--- src/rtl/piso_pkg.sv ---
// Shared constants for the piso transmitter: AXI4-Lite widths, response codes,
// register map, STATUS bit positions and shifter state encoding.
package piso_pkg;

  localparam int AXI4_ADDR_BITS = 32;
  localparam int AXI4_DATA_BITS = 32;
  localparam int AXI4_STRB_BITS = AXI4_DATA_BITS / 8;
  localparam int AXI4_PROT_BITS = 3;
  localparam int AXI4_RESP_BITS = 2;

  localparam logic [AXI4_RESP_BITS-1:0] AXI4_RESP_OKAY   = 2'b00;
  localparam logic [AXI4_RESP_BITS-1:0] AXI4_RESP_SLVERR = 2'b10;

  localparam logic [7:0] REG_TXDATA = 8'h00;
  localparam logic [7:0] REG_STATUS = 8'h08;
  localparam logic [7:0] REG_CTRL   = 8'h10;
  localparam logic [7:0] REG_DIV    = 8'h18;

  localparam int ST_EMPTY     = 0;
  localparam int ST_FULL      = 1;
  localparam int ST_SOUT_VLD  = 2;
  localparam int ST_EN        = 3;
  localparam int ST_USER_RSTN = 4;
  localparam int ST_LEVEL_LSB = 8;

  typedef enum logic {
    S_IDLE  = 1'b0,
    S_SHIFT = 1'b1
  } shift_state_e;

  function automatic logic [AXI4_RESP_BITS-1:0] resp_of(input logic ok);
    return ok ? AXI4_RESP_OKAY : AXI4_RESP_SLVERR;
  endfunction

endpackage

--- src/rtl/piso_if.sv ---
// AXI4-Lite bus bundle for the piso register slave.
interface piso_if;
  import piso_pkg::*;

  logic                      aw_ready;
  logic                      aw_valid;
  logic [AXI4_ADDR_BITS-1:0] aw_addr;
  logic [AXI4_PROT_BITS-1:0] aw_prot;

  logic                      w_ready;
  logic                      w_valid;
  logic [AXI4_DATA_BITS-1:0] w_data;
  logic [AXI4_STRB_BITS-1:0] w_strb;

  logic                      b_ready;
  logic                      b_valid;
  logic [AXI4_RESP_BITS-1:0] b_resp;

  logic                      ar_ready;
  logic                      ar_valid;
  logic [AXI4_ADDR_BITS-1:0] ar_addr;
  logic [AXI4_PROT_BITS-1:0] ar_prot;

  logic                      r_ready;
  logic                      r_valid;
  logic [AXI4_DATA_BITS-1:0] r_data;
  logic [AXI4_RESP_BITS-1:0] r_resp;

  modport slave (
    output aw_ready, input  aw_valid, aw_addr, aw_prot,
    output w_ready,  input  w_valid,  w_data,  w_strb,
    input  b_ready,  output b_valid,  b_resp,
    output ar_ready, input  ar_valid, ar_addr, ar_prot,
    input  r_ready,  output r_valid,  r_data,  r_resp
  );

  modport master (
    input  aw_ready, output aw_valid, aw_addr, aw_prot,
    input  w_ready,  output w_valid,  w_data,  w_strb,
    output b_ready,  input  b_valid,  b_resp,
    input  ar_ready, output ar_valid, ar_addr, ar_prot,
    output r_ready,  input  r_valid,  r_data,  r_resp
  );

endinterface

--- src/rtl/piso_fifo.sv ---
// Single-clock show-ahead FIFO; pointers carry one extra wrap bit so every
// entry is usable and full/empty are told apart without a counter.
module piso_fifo #(
  parameter int WIDTH = 32,
  parameter int DEPTH = 16
) (
  input  logic                     clk_i,
  input  logic                     rst_ni,
  input  logic                     srst_i,
  input  logic                     push_i,
  input  logic [WIDTH-1:0]         push_data_i,
  input  logic                     pop_i,
  output logic [WIDTH-1:0]         pop_data_o,
  output logic                     full_o,
  output logic                     empty_o,
  output logic [$clog2(DEPTH):0]   level_o
);

  localparam int ADDR_W = $clog2(DEPTH);
  localparam int PTR_W  = ADDR_W + 1;

  logic [WIDTH-1:0] mem_q [DEPTH];
  logic [PTR_W-1:0] wr_ptr_q;
  logic [PTR_W-1:0] rd_ptr_q;
  logic             push_ok_s;
  logic             pop_ok_s;

  assign push_ok_s  = push_i && !full_o;
  assign pop_ok_s   = pop_i && !empty_o;
  assign empty_o    = (wr_ptr_q == rd_ptr_q);
  assign full_o     = (wr_ptr_q[ADDR_W] != rd_ptr_q[ADDR_W]) &&
                      (wr_ptr_q[ADDR_W-1:0] == rd_ptr_q[ADDR_W-1:0]);
  assign level_o    = wr_ptr_q - rd_ptr_q;
  assign pop_data_o = mem_q[rd_ptr_q[ADDR_W-1:0]];

  always_ff @(posedge clk_i or negedge rst_ni) begin
    if (!rst_ni) begin
      wr_ptr_q <= '0;
      rd_ptr_q <= '0;
    end else if (srst_i) begin
      wr_ptr_q <= '0;
      rd_ptr_q <= '0;
    end else begin
      if (push_ok_s) wr_ptr_q <= wr_ptr_q + PTR_W'(1);
      if (pop_ok_s)  rd_ptr_q <= rd_ptr_q + PTR_W'(1);
    end
  end

  // Storage needs no reset: an entry is only read after it has been written.
  always_ff @(posedge clk_i) begin
    if (push_ok_s) mem_q[wr_ptr_q[ADDR_W-1:0]] <= push_data_i;
  end

endmodule

--- src/rtl/piso.sv ---
// Parallel-in serial-out transmitter: AXI4-Lite register slave feeding a FIFO
// that a rate-divided shifter drains MSB-first onto sout.
module piso
  import piso_pkg::*;
#(
  parameter int PISO_WIDTH = 32,
  parameter int PISO_DEPTH = 16,
  parameter int DIV_BITS   = 16
) (
  input  logic  s_axi4lite_clk,
  input  logic  s_axi4lite_rstn,
  output logic  sout,
  output logic  sout_valid,
  piso_if.slave s_axi4lite
);

  localparam int LVL_W  = $clog2(PISO_DEPTH) + 1;
  localparam int BCNT_W = $clog2(PISO_WIDTH);
  localparam logic [BCNT_W-1:0] LAST_BIT = BCNT_W'(PISO_WIDTH - 1);

  logic                      aw_cap_q, w_cap_q, b_valid_q;
  logic [7:0]                aw_addr_q;
  logic [AXI4_DATA_BITS-1:0] w_data_q;
  logic [AXI4_RESP_BITS-1:0] b_resp_q;
  logic                      rd_req_q, r_valid_q;
  logic [7:0]                ar_addr_q;
  logic [AXI4_DATA_BITS-1:0] r_data_q;
  logic [AXI4_RESP_BITS-1:0] r_resp_q;
  logic                      en_q, user_rstn_q;
  logic [DIV_BITS-1:0]       div_q;

  logic                      aw_ready_s, w_ready_s, ar_ready_s;
  logic                      wr_fire_s;
  logic                      push_s, ctrl_we_s, div_we_s;
  logic [AXI4_RESP_BITS-1:0] wr_resp_s, rd_resp_s;
  logic [AXI4_DATA_BITS-1:0] rd_data_s;

  logic                      fifo_full_s, fifo_empty_s, pop_s;
  logic [PISO_WIDTH-1:0]     fifo_data_s;
  logic [LVL_W-1:0]          fifo_level_s;

  shift_state_e              state_q, state_d;
  logic [PISO_WIDTH-1:0]     shreg_q, shreg_d, shifted_s;
  logic [BCNT_W-1:0]         bitcnt_q, bitcnt_d;
  logic [DIV_BITS-1:0]       divcnt_q, divcnt_d;
  logic                      sout_q, sout_d, sout_valid_q, sout_valid_d;
  logic                      tick_s;

  logic                      unused_s;

  assign aw_ready_s = !aw_cap_q && !b_valid_q;
  assign w_ready_s  = !w_cap_q && !b_valid_q;
  assign ar_ready_s = !rd_req_q && !r_valid_q;
  assign wr_fire_s  = aw_cap_q && w_cap_q && !b_valid_q;

  assign s_axi4lite.aw_ready = aw_ready_s;
  assign s_axi4lite.w_ready  = w_ready_s;
  assign s_axi4lite.b_valid  = b_valid_q;
  assign s_axi4lite.b_resp   = b_resp_q;
  assign s_axi4lite.ar_ready = ar_ready_s;
  assign s_axi4lite.r_valid  = r_valid_q;
  assign s_axi4lite.r_data   = r_data_q;
  assign s_axi4lite.r_resp   = r_resp_q;

  assign sout       = sout_q;
  assign sout_valid = sout_valid_q;

  assign unused_s = ^{s_axi4lite.aw_prot, s_axi4lite.ar_prot, s_axi4lite.w_strb,
                      s_axi4lite.aw_addr[AXI4_ADDR_BITS-1:8],
                      s_axi4lite.ar_addr[AXI4_ADDR_BITS-1:8], w_data_q};

  // Write decode: TXDATA is refused when the FIFO is already full before the edge.
  always_comb begin
    push_s    = 1'b0;
    ctrl_we_s = 1'b0;
    div_we_s  = 1'b0;
    wr_resp_s = AXI4_RESP_SLVERR;
    if (wr_fire_s) begin
      case (aw_addr_q)
        REG_TXDATA: begin
          push_s    = !fifo_full_s;
          wr_resp_s = resp_of(!fifo_full_s);
        end
        REG_CTRL: begin
          ctrl_we_s = 1'b1;
          wr_resp_s = AXI4_RESP_OKAY;
        end
        REG_DIV: begin
          div_we_s  = 1'b1;
          wr_resp_s = AXI4_RESP_OKAY;
        end
        default: wr_resp_s = AXI4_RESP_SLVERR;
      endcase
    end else begin
      wr_resp_s = AXI4_RESP_SLVERR;
    end
  end

  always_comb begin
    rd_data_s = '0;
    rd_resp_s = AXI4_RESP_SLVERR;
    case (ar_addr_q)
      REG_STATUS: begin
        rd_data_s[ST_EMPTY]                  = fifo_empty_s;
        rd_data_s[ST_FULL]                   = fifo_full_s;
        rd_data_s[ST_SOUT_VLD]               = sout_valid_q;
        rd_data_s[ST_EN]                     = en_q;
        rd_data_s[ST_USER_RSTN]              = user_rstn_q;
        rd_data_s[ST_LEVEL_LSB +: LVL_W]     = fifo_level_s;
        rd_resp_s                            = AXI4_RESP_OKAY;
      end
      REG_CTRL: begin
        rd_data_s[1:0] = {user_rstn_q, en_q};
        rd_resp_s      = AXI4_RESP_OKAY;
      end
      REG_DIV: begin
        rd_data_s[DIV_BITS-1:0] = div_q;
        rd_resp_s               = AXI4_RESP_OKAY;
      end
      default: rd_resp_s = AXI4_RESP_SLVERR;
    endcase
  end

  always_ff @(posedge s_axi4lite_clk or negedge s_axi4lite_rstn) begin
    if (!s_axi4lite_rstn) begin
      aw_cap_q  <= 1'b0;
      aw_addr_q <= '0;
      w_cap_q   <= 1'b0;
      w_data_q  <= '0;
      b_valid_q <= 1'b0;
      b_resp_q  <= AXI4_RESP_OKAY;
    end else begin
      if (s_axi4lite.aw_valid && aw_ready_s) begin
        aw_cap_q  <= 1'b1;
        aw_addr_q <= s_axi4lite.aw_addr[7:0];
      end
      if (s_axi4lite.w_valid && w_ready_s) begin
        w_cap_q  <= 1'b1;
        w_data_q <= s_axi4lite.w_data;
      end
      if (wr_fire_s) begin
        aw_cap_q  <= 1'b0;
        w_cap_q   <= 1'b0;
        b_valid_q <= 1'b1;
        b_resp_q  <= wr_resp_s;
      end else if (b_valid_q && s_axi4lite.b_ready) begin
        b_valid_q <= 1'b0;
      end
    end
  end

  always_ff @(posedge s_axi4lite_clk or negedge s_axi4lite_rstn) begin
    if (!s_axi4lite_rstn) begin
      rd_req_q  <= 1'b0;
      ar_addr_q <= '0;
      r_valid_q <= 1'b0;
      r_data_q  <= '0;
      r_resp_q  <= AXI4_RESP_OKAY;
    end else begin
      if (s_axi4lite.ar_valid && ar_ready_s) begin
        rd_req_q  <= 1'b1;
        ar_addr_q <= s_axi4lite.ar_addr[7:0];
      end
      if (rd_req_q) begin
        rd_req_q  <= 1'b0;
        r_valid_q <= 1'b1;
        r_data_q  <= rd_data_s;
        r_resp_q  <= rd_resp_s;
      end else if (r_valid_q && s_axi4lite.r_ready) begin
        r_valid_q <= 1'b0;
      end
    end
  end

  // CTRL and DIV survive the soft reset; only the async reset restores them.
  always_ff @(posedge s_axi4lite_clk or negedge s_axi4lite_rstn) begin
    if (!s_axi4lite_rstn) begin
      en_q        <= 1'b1;
      user_rstn_q <= 1'b1;
      div_q       <= '0;
    end else begin
      if (ctrl_we_s) begin
        en_q        <= w_data_q[0];
        user_rstn_q <= w_data_q[1];
      end
      if (div_we_s) div_q <= w_data_q[DIV_BITS-1:0];
    end
  end

  piso_fifo #(
    .WIDTH (PISO_WIDTH),
    .DEPTH (PISO_DEPTH)
  ) u_fifo (
    .clk_i       (s_axi4lite_clk),
    .rst_ni      (s_axi4lite_rstn),
    .srst_i      (!user_rstn_q),
    .push_i      (push_s),
    .push_data_i (w_data_q[PISO_WIDTH-1:0]),
    .pop_i       (pop_s),
    .pop_data_o  (fifo_data_s),
    .full_o      (fifo_full_s),
    .empty_o     (fifo_empty_s),
    .level_o     (fifo_level_s)
  );

  assign tick_s    = (divcnt_q >= div_q);
  assign shifted_s = {shreg_q[PISO_WIDTH-2:0], 1'b0};

  // Shifter next state; a word reloads on its last tick so back-to-back words have no gap.
  always_comb begin
    state_d      = state_q;
    shreg_d      = shreg_q;
    bitcnt_d     = bitcnt_q;
    divcnt_d     = divcnt_q;
    sout_d       = sout_q;
    sout_valid_d = sout_valid_q;
    pop_s        = 1'b0;
    if (!user_rstn_q) begin
      state_d      = S_IDLE;
      shreg_d      = '0;
      bitcnt_d     = '0;
      divcnt_d     = '0;
      sout_d       = 1'b0;
      sout_valid_d = 1'b0;
    end else begin
      case (state_q)
        S_IDLE: begin
          if (en_q && !fifo_empty_s) begin
            pop_s        = 1'b1;
            shreg_d      = fifo_data_s;
            bitcnt_d     = '0;
            divcnt_d     = '0;
            state_d      = S_SHIFT;
            sout_d       = fifo_data_s[PISO_WIDTH-1];
            sout_valid_d = 1'b1;
          end else begin
            sout_d       = 1'b0;
            sout_valid_d = 1'b0;
          end
        end
        S_SHIFT: begin
          if (tick_s && (bitcnt_q == LAST_BIT)) begin
            if (en_q && !fifo_empty_s) begin
              pop_s        = 1'b1;
              shreg_d      = fifo_data_s;
              bitcnt_d     = '0;
              divcnt_d     = '0;
              sout_d       = fifo_data_s[PISO_WIDTH-1];
              sout_valid_d = 1'b1;
            end else begin
              state_d      = S_IDLE;
              shreg_d      = '0;
              bitcnt_d     = '0;
              divcnt_d     = '0;
              sout_d       = 1'b0;
              sout_valid_d = 1'b0;
            end
          end else if (tick_s) begin
            shreg_d  = shifted_s;
            bitcnt_d = bitcnt_q + BCNT_W'(1);
            divcnt_d = '0;
            sout_d   = shifted_s[PISO_WIDTH-1];
          end else begin
            divcnt_d = divcnt_q + DIV_BITS'(1);
          end
        end
        default: begin
          state_d      = S_IDLE;
          sout_d       = 1'b0;
          sout_valid_d = 1'b0;
        end
      endcase
    end
  end

  always_ff @(posedge s_axi4lite_clk or negedge s_axi4lite_rstn) begin
    if (!s_axi4lite_rstn) begin
      state_q      <= S_IDLE;
      shreg_q      <= '0;
      bitcnt_q     <= '0;
      divcnt_q     <= '0;
      sout_q       <= 1'b0;
      sout_valid_q <= 1'b0;
    end else begin
      state_q      <= state_d;
      shreg_q      <= shreg_d;
      bitcnt_q     <= bitcnt_d;
      divcnt_q     <= divcnt_d;
      sout_q       <= sout_d;
      sout_valid_q <= sout_valid_d;
    end
  end

endmodule

--- src/flat_wrapper.sv ---
// flat-port wrapper written by rule: the top's interface ports become plain ports
module piso_flat import piso_pkg::*;
#(
  parameter int PISO_WIDTH = 32,
  parameter int PISO_DEPTH = 16,
  parameter int DIV_BITS   = 16
)
  (s_axi4lite_clk, s_axi4lite_rstn, sout, sout_valid, s_axi4lite_aw_ready, s_axi4lite_aw_valid, s_axi4lite_aw_addr, s_axi4lite_aw_prot, s_axi4lite_w_ready, s_axi4lite_w_valid, s_axi4lite_w_data, s_axi4lite_w_strb, s_axi4lite_b_ready, s_axi4lite_b_valid, s_axi4lite_b_resp, s_axi4lite_ar_ready, s_axi4lite_ar_valid, s_axi4lite_ar_addr, s_axi4lite_ar_prot, s_axi4lite_r_ready, s_axi4lite_r_valid, s_axi4lite_r_data, s_axi4lite_r_resp);
  piso_if s_axi4lite_i ();
  input  logic s_axi4lite_clk;
  input  logic s_axi4lite_rstn;
  output logic sout;
  output logic sout_valid;
  output wire logic [$bits(s_axi4lite_i.aw_ready)-1:0] s_axi4lite_aw_ready;
  input wire logic [$bits(s_axi4lite_i.aw_valid)-1:0] s_axi4lite_aw_valid;
  input wire logic [$bits(s_axi4lite_i.aw_addr)-1:0] s_axi4lite_aw_addr;
  input wire logic [$bits(s_axi4lite_i.aw_prot)-1:0] s_axi4lite_aw_prot;
  output wire logic [$bits(s_axi4lite_i.w_ready)-1:0] s_axi4lite_w_ready;
  input wire logic [$bits(s_axi4lite_i.w_valid)-1:0] s_axi4lite_w_valid;
  input wire logic [$bits(s_axi4lite_i.w_data)-1:0] s_axi4lite_w_data;
  input wire logic [$bits(s_axi4lite_i.w_strb)-1:0] s_axi4lite_w_strb;
  input wire logic [$bits(s_axi4lite_i.b_ready)-1:0] s_axi4lite_b_ready;
  output wire logic [$bits(s_axi4lite_i.b_valid)-1:0] s_axi4lite_b_valid;
  output wire logic [$bits(s_axi4lite_i.b_resp)-1:0] s_axi4lite_b_resp;
  output wire logic [$bits(s_axi4lite_i.ar_ready)-1:0] s_axi4lite_ar_ready;
  input wire logic [$bits(s_axi4lite_i.ar_valid)-1:0] s_axi4lite_ar_valid;
  input wire logic [$bits(s_axi4lite_i.ar_addr)-1:0] s_axi4lite_ar_addr;
  input wire logic [$bits(s_axi4lite_i.ar_prot)-1:0] s_axi4lite_ar_prot;
  input wire logic [$bits(s_axi4lite_i.r_ready)-1:0] s_axi4lite_r_ready;
  output wire logic [$bits(s_axi4lite_i.r_valid)-1:0] s_axi4lite_r_valid;
  output wire logic [$bits(s_axi4lite_i.r_data)-1:0] s_axi4lite_r_data;
  output wire logic [$bits(s_axi4lite_i.r_resp)-1:0] s_axi4lite_r_resp;
  assign s_axi4lite_aw_ready = s_axi4lite_i.aw_ready;
  assign s_axi4lite_i.aw_valid = s_axi4lite_aw_valid;
  assign s_axi4lite_i.aw_addr = s_axi4lite_aw_addr;
  assign s_axi4lite_i.aw_prot = s_axi4lite_aw_prot;
  assign s_axi4lite_w_ready = s_axi4lite_i.w_ready;
  assign s_axi4lite_i.w_valid = s_axi4lite_w_valid;
  assign s_axi4lite_i.w_data = s_axi4lite_w_data;
  assign s_axi4lite_i.w_strb = s_axi4lite_w_strb;
  assign s_axi4lite_i.b_ready = s_axi4lite_b_ready;
  assign s_axi4lite_b_valid = s_axi4lite_i.b_valid;
  assign s_axi4lite_b_resp = s_axi4lite_i.b_resp;
  assign s_axi4lite_ar_ready = s_axi4lite_i.ar_ready;
  assign s_axi4lite_i.ar_valid = s_axi4lite_ar_valid;
  assign s_axi4lite_i.ar_addr = s_axi4lite_ar_addr;
  assign s_axi4lite_i.ar_prot = s_axi4lite_ar_prot;
  assign s_axi4lite_i.r_ready = s_axi4lite_r_ready;
  assign s_axi4lite_r_valid = s_axi4lite_i.r_valid;
  assign s_axi4lite_r_data = s_axi4lite_i.r_data;
  assign s_axi4lite_r_resp = s_axi4lite_i.r_resp;
  piso #(.PISO_WIDTH(PISO_WIDTH), .PISO_DEPTH(PISO_DEPTH), .DIV_BITS(DIV_BITS)) u_core (.s_axi4lite_clk(s_axi4lite_clk), .s_axi4lite_rstn(s_axi4lite_rstn), .sout(sout), .sout_valid(sout_valid), .s_axi4lite(s_axi4lite_i));
endmodule
--- config.mk ---
export PLATFORM = sky130hd
export DESIGN_NAME = piso_flat
export DESIGN_NICKNAME = d
export VERILOG_FILES = /design/src/rtl/piso_pkg.sv /design/src/rtl/piso_if.sv /design/src/rtl/piso_fifo.sv /design/src/rtl/piso.sv /design/src/flat_wrapper.sv
export SDC_FILE = /design/constraint.sdc
export NUM_CORES = 1
export LEC_CHECK = 0
export BUFFER_PORTS_ARGS = -buffer_cell sky130_fd_sc_hd__buf_2
export CORE_MARGIN = 4
export CORE_UTILIZATION = 55
export DETAILED_ROUTE_END_ITERATION = 7
export HOLD_SLACK_MARGIN = 0.15
export PLACE_DENSITY_LB_ADDON = 0.12
export SLEW_MARGIN = 10
export SYNTH_ARGS = -nofsm -noshare
export SYNTH_HDL_FRONTEND = slang
export SYNTH_SLANG_ARGS = --single-unit
export TNS_END_PERCENT = 100
--- constraint.sdc ---
create_clock -name s_axi4lite_clk -period 13 [get_ports s_axi4lite_clk]
set_input_delay 3.25 -clock s_axi4lite_clk [delete_from_list [all_inputs] [get_ports s_axi4lite_clk]]
set_output_delay 3.25 -clock s_axi4lite_clk [all_outputs]
set_load 0.05 [all_outputs]
* Word level (Yosys, flattened, before mapping)
Memories as Yosys holds them, arrays and structs flattened.
Index checks and enable logic that the tools add are counted.
** Word-level totals
- Flip-flop bits (word level) :: 156
- Bits in writable memories :: 512
- Input port bits :: 113
- Output and inout port bits :: 43
- Logic and storage cells :: 135
- Memories :: 1
** Operators by class
- Add/sub/neg operators :: 5
- Magnitude comparators :: 1
- Equality and inequality tests :: 14
- Mux-type cells :: 61
- Bitwise gates (word level) :: 1
- Reduce and logical (&&, ||, !) cells :: 30
** Memory list
- u_core.u_fifo.mem_q :: depth 16, width 32, read ports 1, clocked after memory_dff 0, write ports 1, line piso_fifo.sv:22 : logic [WIDTH-1:0] mem_q [DEPTH];
** Operator list (number)
- two-way mux 31 bit :: 5
- two-way mux 16 bit :: 4
- one-hot mux 31 bit (2 select lines) :: 1
- two-way mux 5 bit :: 8
- equality test 8 x 5 -> 1 bit, second input constant :: 4
- one-hot mux 16 bit (2 select lines) :: 1
- two-way mux 1 bit :: 29
- one-hot mux 5 bit (2 select lines) :: 2
- adder 16 x 1 -> 16 bit, second input constant :: 1
- greater-or-equal comparator 16 bit :: 1
- adder 5 x 1 -> 5 bit, second input constant :: 3
- logical AND 1 bit :: 15
- equality test 8 x 4 -> 1 bit, second input constant :: 1
- logical NOT 8 bit :: 1
- one-hot mux 1 bit (2 select lines) :: 4
- nonzero test 2 bit :: 4
- logical NOT 1 bit :: 7
- two-way mux 3 bit :: 2
- inequality test 3 bit, second input constant :: 2
- one-hot mux 2 bit (3 select lines) :: 1
- one-hot mux 3 bit (2 select lines) :: 1
- equality test 5 bit :: 1
- equality test 5 bit, second input constant :: 1
- subtractor 5 bit :: 1
- other kinds (10) :: 12

* Logic depth before layout (Yosys ltp)
Gate-level depths: netlist of the first run.
- Depth in word-level cells :: 10
- Mapped depth :: 14

* Modules after synthesis
From an unflattened synthesis of the first run, not the netlist that was laid out.
** Second synthesis, totals
- Cells, all modules :: 1584
- Area, all modules :: 27034.7 um^2
** By module, submodules not included
- piso_fifo :: times used 1, cells an instance 950, area each 20261.9 um^2
- piso :: times used 1, cells an instance 634, area each 6772.7 um^2

* Worst setup path before layout of the first run
Ideal clock, no wire load.
- Path type :: register to register
- From :: reg u_core.u_fifo.rd_ptr_q[1]
- To :: mem u_core.u_fifo.mem_q[3][0] (enable)
- Setup time :: 461 ps
- Arrival time :: 4739 ps
- Slack :: 7800 ps
- Cell stages (with the launch flop) :: 12
- Path buffers :: 4
- Clock period less this slack :: 5200 ps
- Path through :: dfrtp_1 > buf_2 > buf_2 > clkbuf_1 > buf_2 > inv_1 > ha_1 > nand4_1 > nor2b_1 > nor4b_4 > nand2_1 > nor3_1
** Between the ends
- Longest elaborated chain between the ends :: 8
** Ends and longest elaborated chain
- from (decl) :: line piso_fifo.sv:24 : logic [PTR_W-1:0] rd_ptr_q;
- from (signal assigned) :: line piso_fifo.sv:45 : if (pop_ok_s) rd_ptr_q <= rd_ptr_q + PTR_W'(1);
- equality test 4 bit (*) :: line piso_fifo.sv:32 : (wr_ptr_q[ADDR_W-1:0] == rd_ptr_q[ADDR_W-1:0]);
- logical AND 1 bit (*) :: line piso_fifo.sv:31 : assign full_o = (wr_ptr_q[ADDR_W] != rd_ptr_q[ADDR_W]) &&
- logical NOT 1 bit (*) :: line piso_fifo.sv:28, piso.sv:81
- two-way mux 1 bit :: line piso.sv:79 : case (aw_addr_q)
- two-way mux 1 bit :: line piso.sv:78 : if (wr_fire_s) begin
- logical AND 1 bit (*) :: line piso_fifo.sv:28 : assign push_ok_s = push_i && !full_o;
- two-way mux 1 bit (*) :: line piso_fifo.sv:51 : if (push_ok_s) mem_q[wr_ptr_q[ADDR_W-1:0]] <= push_data_i;
- two-way mux 1 bit (implied by the code) (*) :: line piso_fifo.sv:51
- to (decl) :: line piso_fifo.sv:22
Every way passes the cells marked *; elsewhere a longest branch is shown, timed or not.

* Final worst setup path of the first run
- From :: reg u_core.rd_req_q
- To :: out s_axi4lite_ar_ready
** Between the ends
- Longest elaborated chain between the ends :: 2
** Ends and longest elaborated chain
- from (decl) :: line piso.sv:25 : logic rd_req_q, r_valid_q;
- from (signal assigned) :: line piso.sv:154 : rd_req_q <= 1'b0;
- from (signal assigned) :: line piso.sv:161 : rd_req_q <= 1'b1;
- from (signal assigned) :: line piso.sv:165 : rd_req_q <= 1'b0;
- logical NOT 1 bit :: line piso.sv:53 : assign ar_ready_s = !rd_req_q && !r_valid_q;
- logical AND 1 bit :: line piso.sv:53
- to (decl) :: line flat_wrapper.sv:25 : output wire logic [$bits(s_axi4lite_i.ar_ready)-1:0] s_axi4lite_ar_ready;
No other way between the ends.

==> results of run 1 <==
-- routing by layer --
metal  part of all wire (%)  GRT usage [%]
met1                     43           31.2
met2                     50           36.3
met3                    5.0           3.83
met4                    2.0           5.34
met5                      0              0
-- worst max-delay path, stage by stage (launching register included) --
cell and delay [ns]:
dfrtp_1 1.02, nor2_1 0.10, buf_2 0.25
-- kinds of logic (layout without fill, tap and decap cells) --
kind of cell             after synthesis  after routing  share of synthesized area [%]
other                                  1             18                         0.0141
XOR/XNOR                              17             17                          0.559
flip-flops                           666            666                           72.2
AO/OA/AOI/OAI                        119            119                           3.20
buffers and inverters                128            267                           2.38
AND/OR/NAND/NOR                      208            208                           4.09
multiplexers                         227            227                           16.1
adder cells (fa/ha/maj)               29             29                           1.39
-- power breakdown --
| group | total, uW | switching (uW) | internal [uW] |
|---|---|---|---|
| registers | 2950 | 298 | 2650 |
| clock network | 1920 | 804 | 1110 |
| logic | 333 | 197 | 136 |
| total | 5200 | 1300 | 3900 |
-- worst paths after layout --
| kind | start | end | slack [ns] | cells after the start |
|---|---|---|---|---|
| worst max-delay path | u_core.rd_req_q | s_axi4lite_ar_ready | 7.78 | 2 |
| worst min-delay path | u_core.s_axi4lite.r_resp[1] | u_core.s_axi4lite.r_resp[1] | 0.49 | 1 |
| worst max register to register | u_core.u_fifo.rd_ptr_q[1] | u_core.u_fifo.mem_q[0][17] | 8.48 | 8 |
| worst min register to register | u_core.s_axi4lite.r_resp[1] | u_core.s_axi4lite.r_resp[1] | 0.49 | 1 |
| max in group asynchronous | s_axi4lite_rstn | u_core.w_data_q[17] | 8.74 | 2 |
| min in group asynchronous | s_axi4lite_rstn | u_core.ar_addr_q[7] | 2.72 | 1 |
-- per-stage QoR --
step | std cells | cell area, sq um | total power (uW)
2_1_floorplan | 1412 | 26700 | 3130
3_5_place_dp | 2040 | 27700 | 3330
3_3_place_gp | 2040 | 27700 | 3300
4_1_cts | 2166 | 29900 | 5250
5_1_grt | 2166 | 29900 | 5420
6_report | 2166 | 29900 | 5200
-- synthesized netlist by cell type, drive strengths merged, types with 2 or more instances --
cell type	count
edfxtp	512
mux4	155
dfrtp	152
mux2	68
nand2	52
buf	49
clkbuf	43
nor2	43
inv	35
a21oi	33
a221o	32
ha	28
nor3b	28
nand3	19
o21ai	18
nor3	17
and2	9
and3	9
nand4	9
xor2	9
a22oi	8
xnor2	8
nor2b	7
a31oi	6
a21o	5
mux2i	4
a21boi	3
a22o	3
nand2b	3
o211ai	3
or3	3
and4	2
dfstp	2
nand3b	2
or4	2
-- area by class of cell --
cell class	instances	share of cell area [%]
Clock buffer	87	6.13
Multi-Input combinational cell	618	23.2
Timing Repair Buffer	105	2.04
Inverter	36	0.452
Sequential cell	666	64.3
Clock inverter	39	1.26
Tap cell	615	2.57
-- sequential cells by signal, indices dropped and copies added (netlist names), 8 cells and up --
signal and flops:
u_core.ar_addr_q 8, u_core.aw_addr_q 8, u_core.div_q 16, u_core.divcnt_q 16
u_core.s_axi4lite.r_data 16, u_core.shreg_q 31, u_core.u_fifo.mem_q 512, u_core.w_data_q 32
==> metrics.yaml, run 1 <==
crit_type: "flop to output port"
cts_buffer_depth: 3
fmax_mhz: 192
cts_setup_buffers: 0
period_minus_slack_ns: 5.22
required_ns: 9.75
layout.nets: 1638
detail-route-antenna-nets: 0
routedWlPerCell_microns: 25.7
vias: 13100
ctsHoldBuffers: 0
final.period_utilization_pct: 40.1
multi_input_comb_area_sq_um: 6940
gr-usage-all-layers_pct: 22.0
tightest_slew_ns: 1.20
clock_sinks: 666
drt-total-wl_mm: 55.8
row_count: 80
grt_start_max_net_pins: 97
cts_tree: "yes"
fin_skew_ns: 0.0124
grt_pass1_vias: 13600
syn_inst: 1395
synth_top_cell_by_area: "edfxtp_1"
dr.pass1.iters: 5
hold_violations: 0
die_h_microns: 228
yosys_warnings: 0
synth_edf_count: 512
hpwl_mm: 29.3
cp-start-kind: "flop"
cts.clk_slew.worst_paths_ns: 0.06
die_area_sq_um: 52000
setup_slack_ns: 7.78
vdd_ir_drop_max_uv: 156
grt_pass1_wl_mm: 85.9
syn_avg_cell_area_sq_um: 19.1
layout_common_cells: "edfxtp_1, mux4_2, dfrtp_1"
final_common_cell: "edfxtp_1"
drive_above_1_share_pct: 29.6
clkLatencyLatePin_ns: 0.60
hold_path.class: "flop to flop"
drc: 0
final_util_pct: 62.5
io_pins: 156
cp_max_fo: 36
powerDensity_nw_per_um2: 174
overflow: 0
yosysSeqAreaShare_pct: 72.2
async_reset_ff_share_pct: 23.1
root_buffer: "clkbuf_16"
setup_tns_ns: 0
drv_slew: 0
syn2layout_area_growth_pct: 12.3
drt_iter0_drc: 1067
maxCapViolCount: 0
holdWs_ns: 0.487
synth_cell_types: 53
antenna_found_initial: 0
dp_slack_ns: 8.01
core_sq_um: 47800
floorplan.initialDensity_pct: 55.7
cts_buffers: 69
synthFlopType: "edfxtp_1"
cts_resized: 0
cellLeakagePower_uw: 0.0103
io_buffers: 79
cts_max_level: 3
diodes: 0
yosysTopAreaCellShare_pct: 57.7
syn_area_sq_um: 26600
seq_area_sq_um: 19200
synth.ff_latch_count: 666
rsz0062_at_grt: "no"
vias_per_cell: 6.03
gp_congestion: 0.797
synth_area_leaders: "edfxtp_1, dfrtp_1, mux4_2, mux2_2, ha_1"
outcome: "completed"
crit_arrival_ns: 1.97
nFillCells: 3426
cp-end-kind: "output port"
die_x_microns: 228
setup_viol: 0
relSlewSlack_pct: 19.9
(Power assumes the default switching activity.)
==> run 2: changes to the inputs <==
- clock period: 13 -> 4.28 ns (I/O delays scaled with it)
==> metrics.yaml, run 2 (synthesis gave the netlist of run 1 again) <==
cellLeakagePower_uw: 0.0104  # +0.66%
period_minus_slack_ns: 3.28
root_buffer: "clkbuf_16"
cp_top_family: "simple AND/OR/NAND/NOR gates"
holdWs_ns: 0.483  # -0.00440 ns
ctsHoldBuffers: 0  # unchanged
design_area_sq_um: 30100  # +0.82%
io_pins: 156  # unchanged
final.period_utilization_pct: 76.5
cts_resized: 0  # unchanged
cts_buffers: 68  # -1.4%
relSlewSlack_pct: 27.5  # +7.7 points
cp-start-kind: "flop"
final_util_pct: 63.0  # +0.52 points
required_ns: 4.57  # -5.18 ns
final_common_cell: "edfxtp_1"
holdPathStages: 1  # unchanged
rrSetupSlack_ns: 1.00  # -7.48 ns
slowest_stage: "nor2_4"
io_buffers: 79  # unchanged
layout_common_cells: "edfxtp_1, mux4_2, dfrtp_1"
cts_tree: "yes"
outcome: "completed"
drv_slew: 0  # unchanged
gp_congestion: 0.779  # -2.3%
die_x_microns: 228  # unchanged
maxCapViolCount: 0  # unchanged
p_int_uw: 11900  # +200%
drive_above_1_share_pct: 29.9  # +0.27 points
slowest_delay_ns: 0.52  # -0.50 ns
placed_area_sq_um: 28000  # +1.0%
vias: 13400  # +2.8%
layout.nets: 1654  # +0.98%
whs_endpoint: "u_core.s_axi4lite.r_resp[1]"
tightest_slew_ns: 1.09  # -0.109 ns
vdd_ir_drop_max_uv: 504  # +220%
fin_skew_ns: 0.0200  # +0.00759 ns
hold_violations: 0  # unchanged
cp-end-kind: "flop"
hpwl_mm: 32.0  # +9.3%
die_area_sq_um: 52000  # unchanged
rsz0062_at_grt: "no"
p_comb_share_pct: 6.6  # +0.2 points
clkLatencyLatePin_ns: 0.60  # about the same
syn2layout_area_growth_pct: 13.2
r2r-end: "u_core.u_fifo.mem_q[13][2]"
largest_reg_flops: 512  # unchanged
rr_startpoint: "u_core.u_fifo.rd_ptr_q[1]"
antenna_found_initial: 1  # +1
cts_buffer_depth: 3  # unchanged
path_buf_inv: 2  # +1
pwr-share-clk_pct: 36.7  # -0.2 points
crit_arrival_ns: 3.57  # +1.60 ns
overflow: 0  # unchanged
path_cells: "inv_1 -> ha_1 -> nand4_1 -> nor2b_1 -> nor4b_4 -> nand2_1 -> nor2_4 -> buf_4"
powerDensity_nw_per_um2: 525  # +200%
dr.pass1.iters: 5  # unchanged
cp_max_fo: 9  # -75%
grt_pass1_wl_mm: 87.4  # +1.7%
routedWlPerCell_microns: 26.4  # +2.4%
grt_start_max_net_pins: 79  # -19%
drt_iter0_drc: 1264  # +18%
clock_sinks: 666  # unchanged
setup_viol: 0  # unchanged
drc: 0  # unchanged
drt-total-wl_mm: 57.4  # +3.0%
die_h_microns: 228  # unchanged
cts_max_level: 3  # unchanged
fmax_mhz: 305
reg2regPathDepth: 8  # unchanged
core_sq_um: 47800  # unchanged
hold_path.class: "flop to flop"
grt_pass1_vias: 14100  # +3.2%
power.net_switching_uw: 3950  # +200%
crit_type: "flop to flop"
min_from: "u_core.s_axi4lite.r_resp[1]"
vias_per_cell: 6.17  # +2.2%
row_count: 80  # unchanged
cts.clk_slew.worst_paths_ns: 0.06  # about the same
p_seq_share_pct: 56.7  # about the same
detail-route-antenna-nets: 0  # unchanged
diodes: 0  # unchanged
p_sw_share_pct: 25.0  # about the same
floorplan.initialDensity_pct: 55.7  # unchanged
setup_tns_ns: 0  # unchanged
cts_setup_buffers: 0  # unchanged
gr-usage-all-layers_pct: 22.4  # +0.37 points
-- run 2: changes by cell type in the layout (fill, tap and decap cells not counted) --
cell | before | now
inv_16 | 3 | 1
buf_4 | 25 | 32
clkbuf_1 | 14 | 16
nor3_2 | 4 | 0
clkinv_2 | 15 | 7
clkinv_4 | 1 | 0
nor3_4 | 0 | 4
clkbuf_16 | 69 | 70
clkinv_1 | 9 | 12
clkbuf_8 | 4 | 5
buf_12 | 1 | 11
-- run 2: worst max-delay path by stage --
stage / cells past startpoint / from / endpoint
final: 8 / u_core.u_fifo.rd_ptr_q[1] / u_core.u_fifo.mem_q[13][2]
after detailed placement: 8 / u_core.u_fifo.rd_ptr_q[1] / u_core.u_fifo.mem_q[13][8]
after CTS: 8 / u_core.u_fifo.rd_ptr_q[1] / u_core.u_fifo.mem_q[13][2]
after global placement: 8 / u_core.u_fifo.rd_ptr_q[1] / u_core.u_fifo.mem_q[13][13]
after floorplan: 11 / u_core.u_fifo.rd_ptr_q[1] / u_core.u_fifo.mem_q[7][0]
after global routing: 7 / u_core.u_fifo.wr_ptr_q[2] / u_core.u_fifo.mem_q[13][2]
-- run 2: stage by stage --
stage | cells | setup slack, ns | power, uW
2_1_floorplan | 1412 | -0.0665 | 9500
3_3_place_gp | 2057 | 1.03 | 10100
3_5_place_dp | 2057 | 1.01 | 10200
4_1_cts | 2179 | 0.993 | 16000
5_1_grt | 2179 | 0.852 | 16400
6_report | 2179 | 1.00 | 15800
-- run 2: power groups by stage --
| stage | combinational, uW | clock, uW | sequential, uW |
|---|---|---|---|
| after floorplan | 669 | 0 | 8830 |
| after global placement | 1030 | 0 | 9020 |
| after detailed placement | 1060 | 0 | 9100 |
| after CTS | 1060 | 5930 | 8970 |
| after global routing | 1150 | 6210 | 9070 |
| final | 1050 | 5810 | 8970 |
-- run 2: worst reg2reg max path, cell delays in order, from the launching register on --
cell and delay [ns]:
dfrtp_4 0.47, inv_1 0.35, ha_1 0.33, nand4_1 0.15
nor2b_1 0.11, nor4b_4 0.40, nand2_1 0.34, nor2_4 0.52
buf_4 0.31
-- run 2: cell type report --
class                   count  area (sq um)
multi-input cells         618          6960
clock inverters            31           300
repair buffers            122           862
well taps                 615           769
inverters                  36           135
flip-flops and latches    666         19200
fillers                  3355         17700
clock buffers              91          1880
-- run 2: layer usage --
| layer | share of wire [%] | GRT usage (%) | vias to the layer above |
|---|---|---|---|
| li1 | - | - | 5781 |
| met1 | 42 | 31.9 | 7145 |
| met2 | 50 | 36.8 | 413 |
| met3 | 5.4 | 3.66 | 101 |
| met4 | 2.2 | 5.76 | 0 |
| met5 | 0 | 0 | - |
==> run 3: changes to the inputs <==
- clock period: 4.28 -> 3.3 ns (I/O delays scaled with it)
==> metrics.yaml, run 3 (synthesis gave the netlist of run 1 again) <==
core_sq_um: 47800  # unchanged
slowest_stage: "nor4b_4"
outcome: "completed"
fmax_mhz: 333  # +9.2%
drt-total-wl_mm: 57.3  # -0.25%
crit_arrival_ns: 3.27  # -0.30 ns
grt_start_max_net_pins: 127  # +61%
cts_max_level: 3  # unchanged
clkLatencyLatePin_ns: 0.60  # about the same
routedWlPerCell_microns: 26.1  # -1.0%
cp-end-kind: "flop"
io_pins: 156  # unchanged
root_buffer: "clkbuf_16"
gp_congestion: 0.794  # +1.9%
vdd_ir_drop_max_uv: 487  # -3.4%
syn2layout_area_growth_pct: 13.9
clock_sinks: 666  # unchanged
grt_pass1_vias: 14100  # -0.19%
antenna_found_initial: 0  # -1
crit_type: "flop to flop"
cp-start-kind: "flop"
powerDensity_nw_per_um2: 674  # +28%
period_minus_slack_ns: 3.00  # -0.277 ns
die_x_microns: 228  # unchanged
detail-route-antenna-nets: 0  # unchanged
path_cells: "inv_1 -> ha_1 -> nand4_1 -> nor2b_2 -> nor4b_4 -> nand2_2 -> nor2_4 -> buf_12"
drive_above_1_share_pct: 31.3  # +1.4 points
floorplan.initialDensity_pct: 55.7  # unchanged
setup_viol: 0  # unchanged
cp_max_fo: 21  # +12
required_ns: 3.57  # -1.00 ns
relSlewSlack_pct: 44.7  # +17 points
total_power_uw: 20400  # +29%
io_buffers: 79  # unchanged
cts_buffers: 68  # unchanged
reg2regPathDepth: 8  # unchanged
drc: 0  # unchanged
overflow: 0  # unchanged
die_area_sq_um: 52000  # unchanged
tightest_slew_ns: 0.829  # -0.258 ns
cts_tree: "yes"
final_common_cell: "edfxtp_1"
layout.nets: 1667  # +0.79%
die_h_microns: 228  # unchanged
hold_path.class: "primary input to flop"
drt_iter0_drc: 1136  # -10%
dr.pass1.iters: 5  # unchanged
grt_pass1_wl_mm: 88.2  # +0.98%
diodes: 0  # unchanged
cts_resized: 0  # unchanged
drv_slew: 0  # unchanged
cts.clk_slew.worst_paths_ns: 0.06  # about the same
final.period_utilization_pct: 90.9  # +14 points
slowest_delay_ns: 0.57  # +0.05 ns
vias_per_cell: 6.10  # -1.1%
gr-usage-all-layers_pct: 22.5  # +0.16 points
hpwl_mm: 32.5  # +1.5%
holdPathStages: 2  # +1
maxCapViolCount: 0  # unchanged
largest_reg_flops: 512  # unchanged
fin_skew_ns: 0.0217  # +0.00163 ns
cellLeakagePower_uw: 0.0105  # +0.99%
row_count: 80  # unchanged
hold_violations: 0  # unchanged
vias: 13400  # -0.34%
setup_tns_ns: 0  # unchanged
rsz0062_at_grt: "no"
cts_buffer_depth: 3  # unchanged
layout_common_cells: "edfxtp_1, mux4_2, dfrtp_1"
## run 3: changes by cell type in the layout (fill, tap and decap cells not counted), moves of 3 or more
cell and delta:
clkinv_2 +5, buf_4 +9, bufinv_16 -3, nand2_2 +4, clkbuf_8 +5, buf_12 +3
clkinv_1 -7, nand2_1 -4
## run 3: area by class of cell
| cell class | count | area [sq um] |
|---|---|---|
| clock buffers | 99 | 1980 |
| clock inverters | 27 | 221 |
| fillers | 3370 | 17500 |
| inverters | 36 | 143 |
| multi-input cells | 618 | 6990 |
| flip-flops and latches | 666 | 19200 |
| well taps | 615 | 769 |
| repair buffers | 135 | 1000 |
## run 3: path summary, 6_finish.rpt
kind	startpoint	endpoint	slack [ns]
max in group asynchronous	s_axi4lite_rstn	u_core.u_fifo.rd_ptr_q[0]	1.91
setup / recovery	u_core.u_fifo.wr_ptr_q[0]	u_core.u_fifo.mem_q[12][10]	0.30
min in group asynchronous	s_axi4lite_rstn	u_core.s_axi4lite.r_data[10]	0.67
hold reg to reg	u_core.ar_addr_q[1]	u_core.ar_addr_q[1]	0.50
setup reg to reg	u_core.u_fifo.wr_ptr_q[0]	u_core.u_fifo.mem_q[12][10]	0.30
hold / removal	s_axi4lite_b_ready	u_core.s_axi4lite.b_valid	0.43
## run 3: repair_timing
| action | CTS | global route |
|---|---|---|
| endpoints found under the hold margin | 27 | 0 |
| buffers inserted | 0 | 0 |
| hold buffers | 1 | 0 |
## run 3: power by group
| group | internal (uW) | switching [uW] |
|---|---|---|
| Clock | 4360 | 3110 |
| Sequential | 10400 | 1150 |
| Combinational | 549 | 838 |
| Total | 15300 | 5100 |
## run 3: worst max-delay path, delay by kind of cell, from the launching register on
kind / cells / cell delay [ns]
and+or+nand+nor: 5 / 1.55
DFF: 1 / 0.39
buffers and inverters: 2 / 0.38
adders and majority gates: 1 / 0.35
## run 3: metrics by stage
stage	setup WS, ns	cell area [sq um]	util (%)	std cells	hold slack [ns]
6_report	0.301	30300	63.4	2196	0.426
2_1_floorplan	-0.129	26900	-	1412	0.472
4_1_cts	0.271	30300	63.4	2196	0.390
3_5_place_dp	0.289	28100	58.8	2069	0.488
3_3_place_gp	0.335	28100	58.8	2069	0.482
5_1_grt	0.105	30300	63.4	2196	0.420
## run 3: metal layers
| metal | GRT usage, % | vias up | part of all wire [%] |
|---|---|---|---|
| met4 | 5.47 | 0 | 2.0 |
| met3 | 3.85 | 90 | 4.7 |
| met2 | 37.1 | 331 | 50 |
| li1 | - | 5819 | - |
| met5 | 0 | - | 0 |
| met1 | 32.1 | 7154 | 43 |
